<file path="config.mk">
export PLATFORM = sky130hd
export DESIGN_NAME = fb_scanout_flat
export DESIGN_NICKNAME = d
export VERILOG_FILES = /design/src/rtl/gfx_pkg.sv /design/src/rtl/fb_scanout_if.sv /design/src/rtl/fb_scanout_pix_serializer.sv /design/src/rtl/fb_scanout.sv /design/src/flat_wrapper.sv
export SDC_FILE = /design/constraint.sdc
export NUM_CORES = 2
export LEC_CHECK = 0
export ABC_AREA = 1
export CAP_MARGIN = 40
export CELL_PAD_IN_SITES_DETAIL_PLACEMENT = 1
export CELL_PAD_IN_SITES_GLOBAL_PLACEMENT = 1
export CORE_MARGIN = 2
export CORE_UTILIZATION = 43
export CTS_CLUSTER_DIAMETER = 100
export CTS_CLUSTER_SIZE = 40
export DETAILED_ROUTE_END_ITERATION = 8
export HOLD_SLACK_MARGIN = 0.02
export PLACE_DENSITY_LB_ADDON = 0.1
export SLEW_MARGIN = 20
export SYNTH_ARGS = -nofsm -noshare
export SYNTH_HDL_FRONTEND = slang
export SYNTH_SLANG_ARGS = --single-unit
</file>
<file path="constraint.sdc">
create_clock -name clk -period 68.2 [get_ports clk]
set_input_delay 20.46 -clock clk [delete_from_list [all_inputs] [get_ports clk]]
set_output_delay 20.46 -clock clk [all_outputs]
set_load 0.1 [all_outputs]
</file>
<file path="src/rtl/gfx_pkg.sv">
// gfx_pkg: shared graphics types for the frame-buffer scan-out path.
//   PIX_W / PIX_PER_WORD / WORD_W : pixel and colour-SRAM word geometry
//   rgb_t, word_t                 : pixel and packed-word types
//   fb_state_t                    : scan-out FSM states
//   replicate_rgb()               : fills a packed word with one colour
package gfx_pkg;

  localparam int PIX_W        = 24;
  localparam int PIX_PER_WORD = 16;
  localparam int WORD_W       = PIX_W * PIX_PER_WORD;
  localparam int IDX_W        = 4;

  typedef logic [PIX_W-1:0]  rgb_t;
  typedef logic [WORD_W-1:0] word_t;

  typedef enum logic [1:0] {
    IDLE   = 2'd0,
    FILL   = 2'd1,
    STREAM = 2'd2,
    DONE   = 2'd3
  } fb_state_t;

  function automatic word_t replicate_rgb(input rgb_t c);
    return {PIX_PER_WORD{c}};
  endfunction

endpackage

</file>
<file path="src/rtl/fb_scanout_if.sv">
// fb_scanout_if: colour-SRAM port and pixel stream of the scan-out stage.
//   sram_re/sram_addr/sram_rdata : read port, rdata valid the cycle after re
//   sram_we/sram_wdata/clear_rgb : write-back port (FB_SCANOUT_CLEAR_EN only)
//   pix_valid/pix_ready/pix_rgb/pix_sof/pix_eol/pix_last : pixel stream
// Modports: master = scan-out block, slave = SRAM + display side.
//
// Pixel stream handshake: a pixel transfers on every rising edge where
// pix_valid and pix_ready are both high. Once pix_valid is raised it stays
// high, and pix_rgb/pix_sof/pix_eol/pix_last stay stable, until that
// transfer happens. pix_ready may toggle freely and never depends on
// pix_valid.
interface fb_scanout_if #(
  parameter int ADDR_W = 16
);
  import gfx_pkg::*;

  logic              sram_re;
  logic [ADDR_W-1:0] sram_addr;
  word_t             sram_rdata;
`ifdef FB_SCANOUT_CLEAR_EN
  logic              sram_we;
  word_t             sram_wdata;
  rgb_t              clear_rgb;
`endif
  logic              pix_valid;
  logic              pix_ready;
  rgb_t              pix_rgb;
  logic              pix_sof;
  logic              pix_eol;
  logic              pix_last;

  modport master (
`ifdef FB_SCANOUT_CLEAR_EN
    output sram_we,
    output sram_wdata,
    input  clear_rgb,
`endif
    output sram_re,
    output sram_addr,
    input  sram_rdata,
    output pix_valid,
    input  pix_ready,
    output pix_rgb,
    output pix_sof,
    output pix_eol,
    output pix_last
  );

  modport slave (
`ifdef FB_SCANOUT_CLEAR_EN
    input  sram_we,
    input  sram_wdata,
    output clear_rgb,
`endif
    input  sram_re,
    input  sram_addr,
    output sram_rdata,
    input  pix_valid,
    output pix_ready,
    input  pix_rgb,
    input  pix_sof,
    input  pix_eol,
    input  pix_last
  );

endinterface

</file>
<file path="src/rtl/fb_scanout_pix_serializer.sv">
// pix_serializer: two-word pixel buffer for the scan-out stage.
//   H (h_q) is the word being shifted out, P (p_q) the prefetched next word.
//   load/load_data : a word returned from the SRAM; goes to H if H is empty,
//                    otherwise to P
//   pop            : current pixel accepted downstream
//   flush          : drop both words at the start of a new frame
//   h_vld          : H holds a word (drives pixel valid)
//   pix_rgb        : current pixel (low lane of H, a register slice)
//   pix_idx        : lane index of the current pixel, 0..15
//   pix_eol        : registered (pix_idx == 15)
//   empty / full   : neither / both of H and P hold a word
module pix_serializer
  import gfx_pkg::*;
(
  input  logic             clk,
  input  logic             srst,
  input  logic             flush,
  input  logic             load,
  input  word_t            load_data,
  input  logic             pop,
  output logic             h_vld,
  output rgb_t             pix_rgb,
  output logic [IDX_W-1:0] pix_idx,
  output logic             pix_eol,
  output logic             empty,
  output logic             full
);

  word_t h_q;
  word_t p_q;
  logic  p_vld;
  logic  pop_mid;
  logic  pop_last;

  assign pix_rgb  = h_q[PIX_W-1:0];
  assign empty    = !h_vld && !p_vld;
  assign full     = h_vld && p_vld;
  assign pop_mid  = pop && h_vld && (pix_idx != 4'd15);
  assign pop_last = pop && h_vld && (pix_idx == 4'd15);

  always_ff @(posedge clk or posedge srst) begin
    if (srst) begin
      h_q     <= '0;
      p_q     <= '0;
      h_vld   <= 1'b0;
      p_vld   <= 1'b0;
      pix_idx <= '0;
      pix_eol <= 1'b0;
    end else if (flush) begin
      h_vld   <= 1'b0;
      p_vld   <= 1'b0;
      pix_idx <= '0;
      pix_eol <= 1'b0;
    end else begin
      // Shifting H right keeps the current pixel in the low lane, so the
      // pixel output is a plain register slice.
      if (pop_mid) begin
        h_q     <= h_q >> PIX_W;
        pix_idx <= pix_idx + 4'd1;
        pix_eol <= (pix_idx == 4'd14);
      end

      // Word boundary: promote P into H with no bubble; if P is not there
      // yet, a word arriving this very cycle goes straight into H,
      // otherwise H empties and the stream stalls until the next load.
      if (pop_last) begin
        pix_idx <= '0;
        pix_eol <= 1'b0;
        if (p_vld) begin
          h_q <= p_q;
        end else if (load) begin
          h_q <= load_data;
        end else begin
          h_vld <= 1'b0;
        end
      end

      if (load) begin
        if (!h_vld) begin
          h_q     <= load_data;
          h_vld   <= 1'b1;
          pix_idx <= '0;
          pix_eol <= 1'b0;
        end else if (!(pop_last && !p_vld)) begin
          p_q   <= load_data;
          p_vld <= 1'b1;
        end
      end

      if (pop_last && p_vld && !load) begin
        p_vld <= 1'b0;
      end
    end
  end

endmodule

</file>
<file path="src/rtl/fb_scanout.sv">
// fb_scanout: reads a rendered frame from the packed colour SRAM
// (16 pixels per 384-bit word) and streams it one pixel per cycle.
//   clk, srst   : clock, asynchronous active-high reset
//   start       : one-cycle pulse, begins a frame (ignored while busy)
//   bus         : fb_scanout_if.master, SRAM port and pixel stream
//   busy, done  : frame in progress / one-cycle end-of-frame pulse
//   state_dbg   : current FSM state
// Build option FB_SCANOUT_CLEAR_EN: each word is rewritten with 16 copies of
// bus.clear_rgb in the cycle after its read data is captured, leaving the
// frame cleared for the next render. Without it the block is read-only.
module fb_scanout
  import gfx_pkg::*;
#(
  parameter int FRAME_WORDS = 65536,
  parameter int ADDR_W      = 16
) (
  input  logic      clk,
  input  logic      srst,
  input  logic      start,
  fb_scanout_if.master bus,
  output logic      busy,
  output logic      done,
  output fb_state_t state_dbg
);

  localparam logic [ADDR_W:0] FW_P   = (ADDR_W+1)'(FRAME_WORDS);
  localparam logic [ADDR_W:0] LAST_P = (ADDR_W+1)'(FRAME_WORDS - 1);

  fb_state_t         state_q;
  logic [ADDR_W:0]   rd_ptr;
  logic [ADDR_W:0]   out_word;
  logic              rd_inflight;
  logic              re_q;
  logic [ADDR_W-1:0] addr_q;
  logic              sof_q;
  logic              last_q;
  logic              busy_q;
  logic              done_q;
`ifdef FB_SCANOUT_CLEAR_EN
  logic              we_q;
  word_t             wdata_q;
`endif

  logic             h_vld;
  logic             buf_empty;
  logic             buf_full;
  logic [IDX_W-1:0] pix_idx;
  logic             flush;
  logic             hs;
  logic             room;
  logic             issue_rd;

  assign flush = (state_q == IDLE) && start;
  assign hs    = h_vld && bus.pix_ready;

  // Room for one more word counting the one landing this edge: never more
  // than H plus the single prefetch slot outstanding.
  assign room = buf_empty || (!buf_full && !rd_inflight);

  // One read at a time; with write-back the cycle after a capture belongs
  // to the write, so no read is launched into it.
  assign issue_rd = ((state_q == FILL) || (state_q == STREAM)) &&
                    !re_q && (rd_ptr < FW_P) && room
`ifdef FB_SCANOUT_CLEAR_EN
                    && !rd_inflight
`endif
                    ;

  pix_serializer u_ser (
    .clk       (clk),
    .srst      (srst),
    .flush     (flush),
    .load      (rd_inflight),
    .load_data (bus.sram_rdata),
    .pop       (hs),
    .h_vld     (h_vld),
    .pix_rgb   (bus.pix_rgb),
    .pix_idx   (pix_idx),
    .pix_eol   (bus.pix_eol),
    .empty     (buf_empty),
    .full      (buf_full)
  );

  assign bus.sram_re   = re_q;
  assign bus.sram_addr = addr_q;
  assign bus.pix_valid = h_vld;
  assign bus.pix_sof   = sof_q;
  assign bus.pix_last  = last_q;
  assign busy          = busy_q;
  assign done          = done_q;
  assign state_dbg     = state_q;
`ifdef FB_SCANOUT_CLEAR_EN
  assign bus.sram_we    = we_q;
  assign bus.sram_wdata = wdata_q;
`endif

  always_ff @(posedge clk or posedge srst) begin
    if (srst) begin
      state_q     <= IDLE;
      rd_ptr      <= '0;
      out_word    <= '0;
      rd_inflight <= 1'b0;
      re_q        <= 1'b0;
      addr_q      <= '0;
      sof_q       <= 1'b0;
      last_q      <= 1'b0;
      busy_q      <= 1'b0;
      done_q      <= 1'b0;
`ifdef FB_SCANOUT_CLEAR_EN
      we_q        <= 1'b0;
      wdata_q     <= '0;
`endif
    end else begin
      rd_inflight <= re_q;
      re_q        <= 1'b0;
      done_q      <= 1'b0;
`ifdef FB_SCANOUT_CLEAR_EN
      we_q        <= 1'b0;
`endif
      case (state_q)
        IDLE: begin
          if (start) begin
            // Word 0 is requested straight from the start edge so its
            // data is back two cycles later.
            state_q  <= FILL;
            busy_q   <= 1'b1;
            re_q     <= 1'b1;
            addr_q   <= '0;
            rd_ptr   <= {{ADDR_W{1'b0}}, 1'b1};
            out_word <= '0;
            sof_q    <= 1'b0;
            last_q   <= 1'b0;
          end
        end

        FILL, STREAM: begin
          if (issue_rd) begin
            re_q   <= 1'b1;
            addr_q <= rd_ptr[ADDR_W-1:0];
            rd_ptr <= rd_ptr + 1'b1;
          end
`ifdef FB_SCANOUT_CLEAR_EN
          // addr_q still holds the captured word's address here.
          if (rd_inflight) begin
            we_q    <= 1'b1;
            wdata_q <= replicate_rgb(bus.clear_rgb);
          end
`endif
          if ((state_q == FILL) && rd_inflight) begin
            state_q <= STREAM;
            sof_q   <= 1'b1;
          end
          if (hs) begin
            sof_q <= 1'b0;
            if ((pix_idx == 4'd14) && (out_word == LAST_P)) begin
              last_q <= 1'b1;
            end
            if (pix_idx == 4'd15) begin
              out_word <= out_word + 1'b1;
              if (last_q) begin
                last_q  <= 1'b0;
                state_q <= DONE;
                done_q  <= 1'b1;
                busy_q  <= 1'b0;
              end
            end
          end
        end

        DONE: begin
          state_q <= IDLE;
        end

        default: begin
          state_q <= IDLE;
        end
      endcase
    end
  end

endmodule

</file>
<file path="src/flat_wrapper.sv">
// flat-port wrapper written by rule: the top's interface ports become plain ports
module fb_scanout_flat import gfx_pkg::*;
#(
  parameter int FRAME_WORDS = 65536,
  parameter int ADDR_W      = 16
)
  (clk, srst, start, busy, done, state_dbg, bus_sram_re, bus_sram_addr, bus_sram_rdata, bus_pix_valid, bus_pix_ready, bus_pix_rgb, bus_pix_sof, bus_pix_eol, bus_pix_last);
  fb_scanout_if #(.ADDR_W(ADDR_W)) bus_i ();
  input  logic clk;
  input  logic srst;
  input  logic start;
  output logic busy;
  output logic done;
  output fb_state_t state_dbg;
  output wire logic [$bits(bus_i.sram_re)-1:0] bus_sram_re;
  output wire logic [$bits(bus_i.sram_addr)-1:0] bus_sram_addr;
  input wire logic [$bits(bus_i.sram_rdata)-1:0] bus_sram_rdata;
  output wire logic [$bits(bus_i.pix_valid)-1:0] bus_pix_valid;
  input wire logic [$bits(bus_i.pix_ready)-1:0] bus_pix_ready;
  output wire logic [$bits(bus_i.pix_rgb)-1:0] bus_pix_rgb;
  output wire logic [$bits(bus_i.pix_sof)-1:0] bus_pix_sof;
  output wire logic [$bits(bus_i.pix_eol)-1:0] bus_pix_eol;
  output wire logic [$bits(bus_i.pix_last)-1:0] bus_pix_last;
  assign bus_sram_re = bus_i.sram_re;
  assign bus_sram_addr = bus_i.sram_addr;
  assign bus_i.sram_rdata = bus_sram_rdata;
  assign bus_pix_valid = bus_i.pix_valid;
  assign bus_i.pix_ready = bus_pix_ready;
  assign bus_pix_rgb = bus_i.pix_rgb;
  assign bus_pix_sof = bus_i.pix_sof;
  assign bus_pix_eol = bus_i.pix_eol;
  assign bus_pix_last = bus_i.pix_last;
  fb_scanout #(.FRAME_WORDS(FRAME_WORDS), .ADDR_W(ADDR_W)) u_core (.clk(clk), .srst(srst), .start(start), .bus(bus_i), .busy(busy), .done(done), .state_dbg(state_dbg));
endmodule
</file>
## Word-level counts from Yosys, hierarchy flattened

Index checks and enable logic that the tools add are counted.

- Input bits: 388
- Flip-flop bits (word level): 833

- Muxes and demuxes: 64
- Equal/unequal tests: 14
- Reductions and logical operators: 35
- Bitwise gates (word level): 2
- $add $sub $neg: 3
- Order comparisons: 1

Operators with widths:

| cell | count |
|---|---|
| $mux 384 | 6 |
| $mux 17 | 5 |
| $pmux 17 s2 | 2 |
| $add 17x1->17 const B | 2 |
| $mux 1 | 33 |
| $mux 16 | 2 |
| $pmux 16 s2 | 1 |
| $mux 4 | 5 |
| $eq 17x16->1 const B | 1 |
| $lt 17x17->1 const B | 1 |
| $logic_and 1x1->1 | 16 |
| $reduce_and 3->1 | 4 |
| $mux 2 | 5 |
| $eq 4x4->1 const B | 2 |
| $pmux 1 s2 | 4 |
| $reduce_and 4->1 | 2 |
| $ne 2x1->1 const B | 3 |
| $pmux 2 s3 | 1 |
| $reduce_bool 3->1 | 2 |
| $logic_not 1->1 | 5 |
| $reduce_and 5->1 | 1 |
| $add 4x1->4 const B | 1 |
| $eq 2x2->1 const B | 2 |
| $ne 2x2->1 const B | 2 |
| other kinds (9) | 11 |

## Logic depth before layout (Yosys ltp)

- Word-level depth: 9
- Depth in mapped cells: 12

## Modules after synthesis

From an unflattened synthesis, not the netlist that was laid out.

- Cells, all modules: 6793
- Area total of the unflattened synthesis: 46409.5 µm²

Modules (own cells, without submodules):

| module | area each (µm²) | cells an instance | instances | seq. area each (µm²) |
|---|---|---|---|---|
| pix_serializer | 43148.9 | 6361 | 1 | 19393.6 |
| fb_scanout | 3260.6 | 432 | 1 | 1451.4 |

## Least setup slack after synthesis

No wires, ideal clock.

- Path kind: input-to-reg
- Start point: input bus_pix_ready
- End point: register u_core.u_ser.h_q[1]
- Data required time: 68083 ps
- Setup time: 117 ps
- Path slack: 46468 ps
- Stages on the path: 10
- Data arrival time: 21615 ps
- Path through: nand2_1 > inv_2 > nand3_1 > nand2_1 > nand2_1 > clkbuf_1 > clkbuf_1 > o21ai_0 > nand2_1 > nand2_1

- Longest elaborated chain between the ends: 9
- Elaborated cells between the ends (all ways): 10
- Those cells by class: mux (6); reduce/logical (4)

Ends and longest elaborated chain:

| what | RTL line | RTL |
|---|---|---|
| start, declared | flat_wrapper.sv:19 | `input wire logic [$bits(bus_i.pix_ready)-1:0] bus_pix_ready;` |
| $logic_and 1x1->1 (*) | fb_scanout.sv:54 | `assign hs = h_vld && bus.pix_ready;` |
| $logic_and 1x1->1 (*) | fb_scanout_pix_serializer.sv:38, fb_scanout_pix_serializer.sv:39 |  |
| $logic_and 1x1->1 | fb_scanout_pix_serializer.sv:38 | `assign pop_mid = pop && h_vld && (pix_idx != 4'd15);` |
| $mux 384 | fb_scanout_pix_serializer.sv:57 | `if (pop_mid) begin` |
| $mux 384 | fb_scanout_pix_serializer.sv:71 | `end else if (load) begin` |
| $mux 384 | fb_scanout_pix_serializer.sv:69 | `if (p_vld) begin` |
| $mux 384 (*) | fb_scanout_pix_serializer.sv:66 | `if (pop_last) begin` |
| $mux 384 | fb_scanout_pix_serializer.sv:79 | `if (!h_vld) begin` |
| $mux 384 (*) | fb_scanout_pix_serializer.sv:78 | `if (load) begin` |
| end signal, assigned | fb_scanout_pix_serializer.sv:70 | `h_q <= p_q;` |
| end signal, assigned | fb_scanout_pix_serializer.sv:72 | `h_q <= load_data;` |
| end signal, assigned | fb_scanout_pix_serializer.sv:80 | `h_q <= load_data;` |
| end, declared | fb_scanout_pix_serializer.sv:29 | `word_t h_q;` |

Mark *: on every way between the ends. The rest lies on a longest branch, timed or not.
A chain may end at the register's enable or synchronous reset.

## Worst setup path after layout

- Start point: input bus_pix_ready
- End point: register u_core.u_ser.p_q[85]

- Longest elaborated chain between the ends: 6

Ends and longest elaborated chain:

| what | RTL line | RTL |
|---|---|---|
| $logic_and 1x1->1 | fb_scanout.sv:54 |  |
| $logic_and 1x1->1 (2 in a row) | fb_scanout_pix_serializer.sv:39 | `assign pop_last = pop && h_vld && (pix_idx == 4'd15);` |
| $logic_and 1x1->1 | fb_scanout_pix_serializer.sv:84 | `end else if (!(pop_last && !p_vld)) begin` |
| $not 1->1 (no line) | -- |  |
| $reduce_and 4->1 (no line) | -- |  |
| end signal, assigned | fb_scanout_pix_serializer.sv:85 | `p_q <= load_data;` |
| end, declared | fb_scanout_pix_serializer.sv:30 | `word_t p_q;` |

Every way passes these cells.

==> results.toml <==
[run_status]
status = "complete, no violations"

[global_routing]
overflow = 0
grt_pass1_vias = 49019
grt_max_degree = 244
grt_use_total = 0.309
antenna_found_initial = 20
grt_pass1_wl_um = 284000

[logic_synthesis]
seq_area_frac_synth = 0.432
yosysTopAreaCell = "dfrtp_1"
syn_area_um2 = 48200
synth_top_area_share = 0.432
ys_async_sr_fraction = 1.00
synthFlopType = "dfrtp_1"
synth_nets = 7693
synth_edf_count = 0
ys_warn_count = 0
ys_types = 35
syn_area_per_cell_um2 = 6.61
syn_inst = 7296
ys_top_cells_by_area = "dfrtp_1 (43%), nand2_1 (19%), nand3_1 (10%)"
ys_ff_latch = 833

[worst_hold_path]
hold_path_class = "flop to flop"

[cells_and_area]
final_nets = 7790
drive_gt1_frac = 0.0314
area_delta_synth_final_pct = 16.0
fin_util = 0.504

[setup_path]
crit_buf_inv = 6
cp-end-kind = "flop"
cp_slowest_cell = "buf_12"
worstPathRequired_ns = 68.74
arrival_ns = 25.34
path_class = "input port to flop"
crit_family = "buffers and inverters"
critical_path.cell_chain = "clkdlybuf4s50_1 > nand2_1 > inv_8 > nand3_1 > nand3_4 > buf_4 > buf_12 > buf_4 > buf_12 > o21ai_0"
max_stage_delay_ns = 0.78
crit_fanout = 243
crit_path_start_kind = "input port"

[clocking]
cts_inserted_buffers = 40
cts_resized = 0
cts-root-buf = "clkbuf_16"
insertion_delay_ns = 0.70
clkTransAtPathRegs_ns = 0.15
cts_tree = "yes"
cts_buffer_depth = 3
htree_levels = 2
hold_buffers = 0
postCtsSetupBuffers = 0
cts_sinks = 833

[floorplan]
num_rows = 122
coreArea_um2 = 111000
start_util = 0.435
dieHeight_um = 339
die_area_um2 = 115000
fp.dieW_um = 339
io_pins = 437

[timing]
holdWs_ns = 0.451
relSlewSlack = 0.243
setup_violations = 0
worstMarginPinSlew_ns = 1.14
slew_violations = 0
fin_ws_ns = 43.40
hold_viol = 0
rsz0062_at_grt = "no"
clock_skew_ns = 0.0520
finalSetupTns_ns = 0
final.period_utilization = 0.364
period_needed_ns = 24.80
fmax_mhz = 40.3

[pwr]
p_leak_uw = 0.0302
irDropWorstVdd_uv = 28.6
powerDensity_nw_per_um2 = 44.5

[detailed_routing]
drtIter0Drc = 3510
wl_um = 180000
drc = 0
vias_per_cell = 5.34
wl_per_cell_um = 20.1
vias = 47578
drtPass1Iterations = 5
route.antenna.remaining_nets = 0

[placed_design]
io_buffers = 436
hpwl_um = 118000
gp_congestion = 0.831
dp_slack_ns = 42.76

[run]
drv_cap = 0
-- final cells by class --
class | instances | area, um^2
fill | 14599 | 55000
timing repair buffer | 579 | 6670
clock buffer | 43 | 1040
clock inverter | 29 | 413
inverter | 1144 | 4320
tap | 1488 | 1860
sequential | 833 | 20800
antenna | 6 | 15.0
multi-input combinational | 4795 | 20800
-- final timing paths --
kind / startpoint / end / slack (ns) / cells past startpoint
setup / recovery: bus_pix_ready / u_core.u_ser.p_q[85] / 43.40 / 10
hold / removal: u_core.bus.sram_re / u_core.rd_inflight / 0.45 / 0
setup reg to reg: u_core.u_ser.h_vld / u_core.u_ser.p_q[85] / 62.94 / 9
hold reg to reg: u_core.bus.sram_re / u_core.rd_inflight / 0.45 / 0
max in group asynchronous: srst / u_core.u_ser.p_q[189] / 45.50 / 8
min in group asynchronous: srst / u_core.bus.sram_addr[1] / 20.18 / 2
-- cell usage in the layout, fill, tap and decap left out, types with 6 or more instances in the layout --
cell type and instances:
o21ai_1 49, buf_12 19, buf_4 51, buf_8 37, nand3_1 976, clkbuf_16 41
dfrtp_1 832, clkdlybuf4s50_1 436, a21oi_1 321, diode_2 6, nor2_1 355, nand4_1 39
inv_1 1139, buf_16 36, ha_1 9, nor3_1 10, o211ai_1 23, clkinv_8 6
o21ai_0 528, inv_8 8, nand2_1 2454
-- layer usage --
layer	GRT usage	up-vias	part of all wire
li1	-	22603	-
met1	0.413	23664	0.44
met2	0.524	1053	0.48
met3	0.0344	234	0.048
met4	0.0956	24	0.031
met5	0	-	0.00081
-- kinds of logic after synthesis --
family | share of synthesized area
XOR/XNOR | 0.000908
flip-flops | 0.432
buffers and inverters | 0.138
AO/OA/AOI/OAI | 0.0982
adder cells (fa/ha/maj) | 0.00233
AND/OR/NAND/NOR | 0.328
-- through the flow --
step                      cell area, um^2  power [uW]  cells
after global routing                55900        2700   8915
final                               55900        2490   8917
after CTS                           55800        2500   8905
after floorplan                     48200        1740   7296
after global placement              52600        2030   8752
after detailed placement            54300        2160   8833
-- power by group --
| part | switching (uW) | leakage [uW] | total, uW | internal, uW |
|---|---|---|---|---|
| logic | 861 | 0.0195 | 1290 | 433 |
| clock network | 203 | 0.000704 | 330 | 128 |
| registers | 141 | 0.0100 | 867 | 727 |
| total | 1200 | 0.0302 | 2490 | 1290 |
-- Yosys cell counts (all sizes together) (3+ instances only) --
cell type and number:
ha 9, dfrtp 833, o21ai 577, clkbuf 270, nand4 39, nand2 2461
xor2 4, nor3 10, inv 1142, o211ai 23, buf 254, and2 3
nand3 978, a21oi 321, nor2 357
-- state kept, by name (all words and copies together) (netlist names) --
signal and flops:
u_core.out_word 17, u_core.u_ser.p_vld 1, u_core.u_ser.h_vld 1, u_core.rd_inflight 1
u_core.bus.sram_re 1, u_core.u_ser.p_q 384, u_core.bus.sram_addr 16, u_core.u_ser.pix_idx 4
u_core.bus.pix_last 1, u_core.u_ser.pix_eol 1, u_core.rd_ptr 17, u_core.busy 1
u_core.done 1, u_core.state_dbg 2, u_core.u_ser.h_q 384, u_core.bus.pix_sof 1
Note: power is estimated with default switching activity, not from simulation.
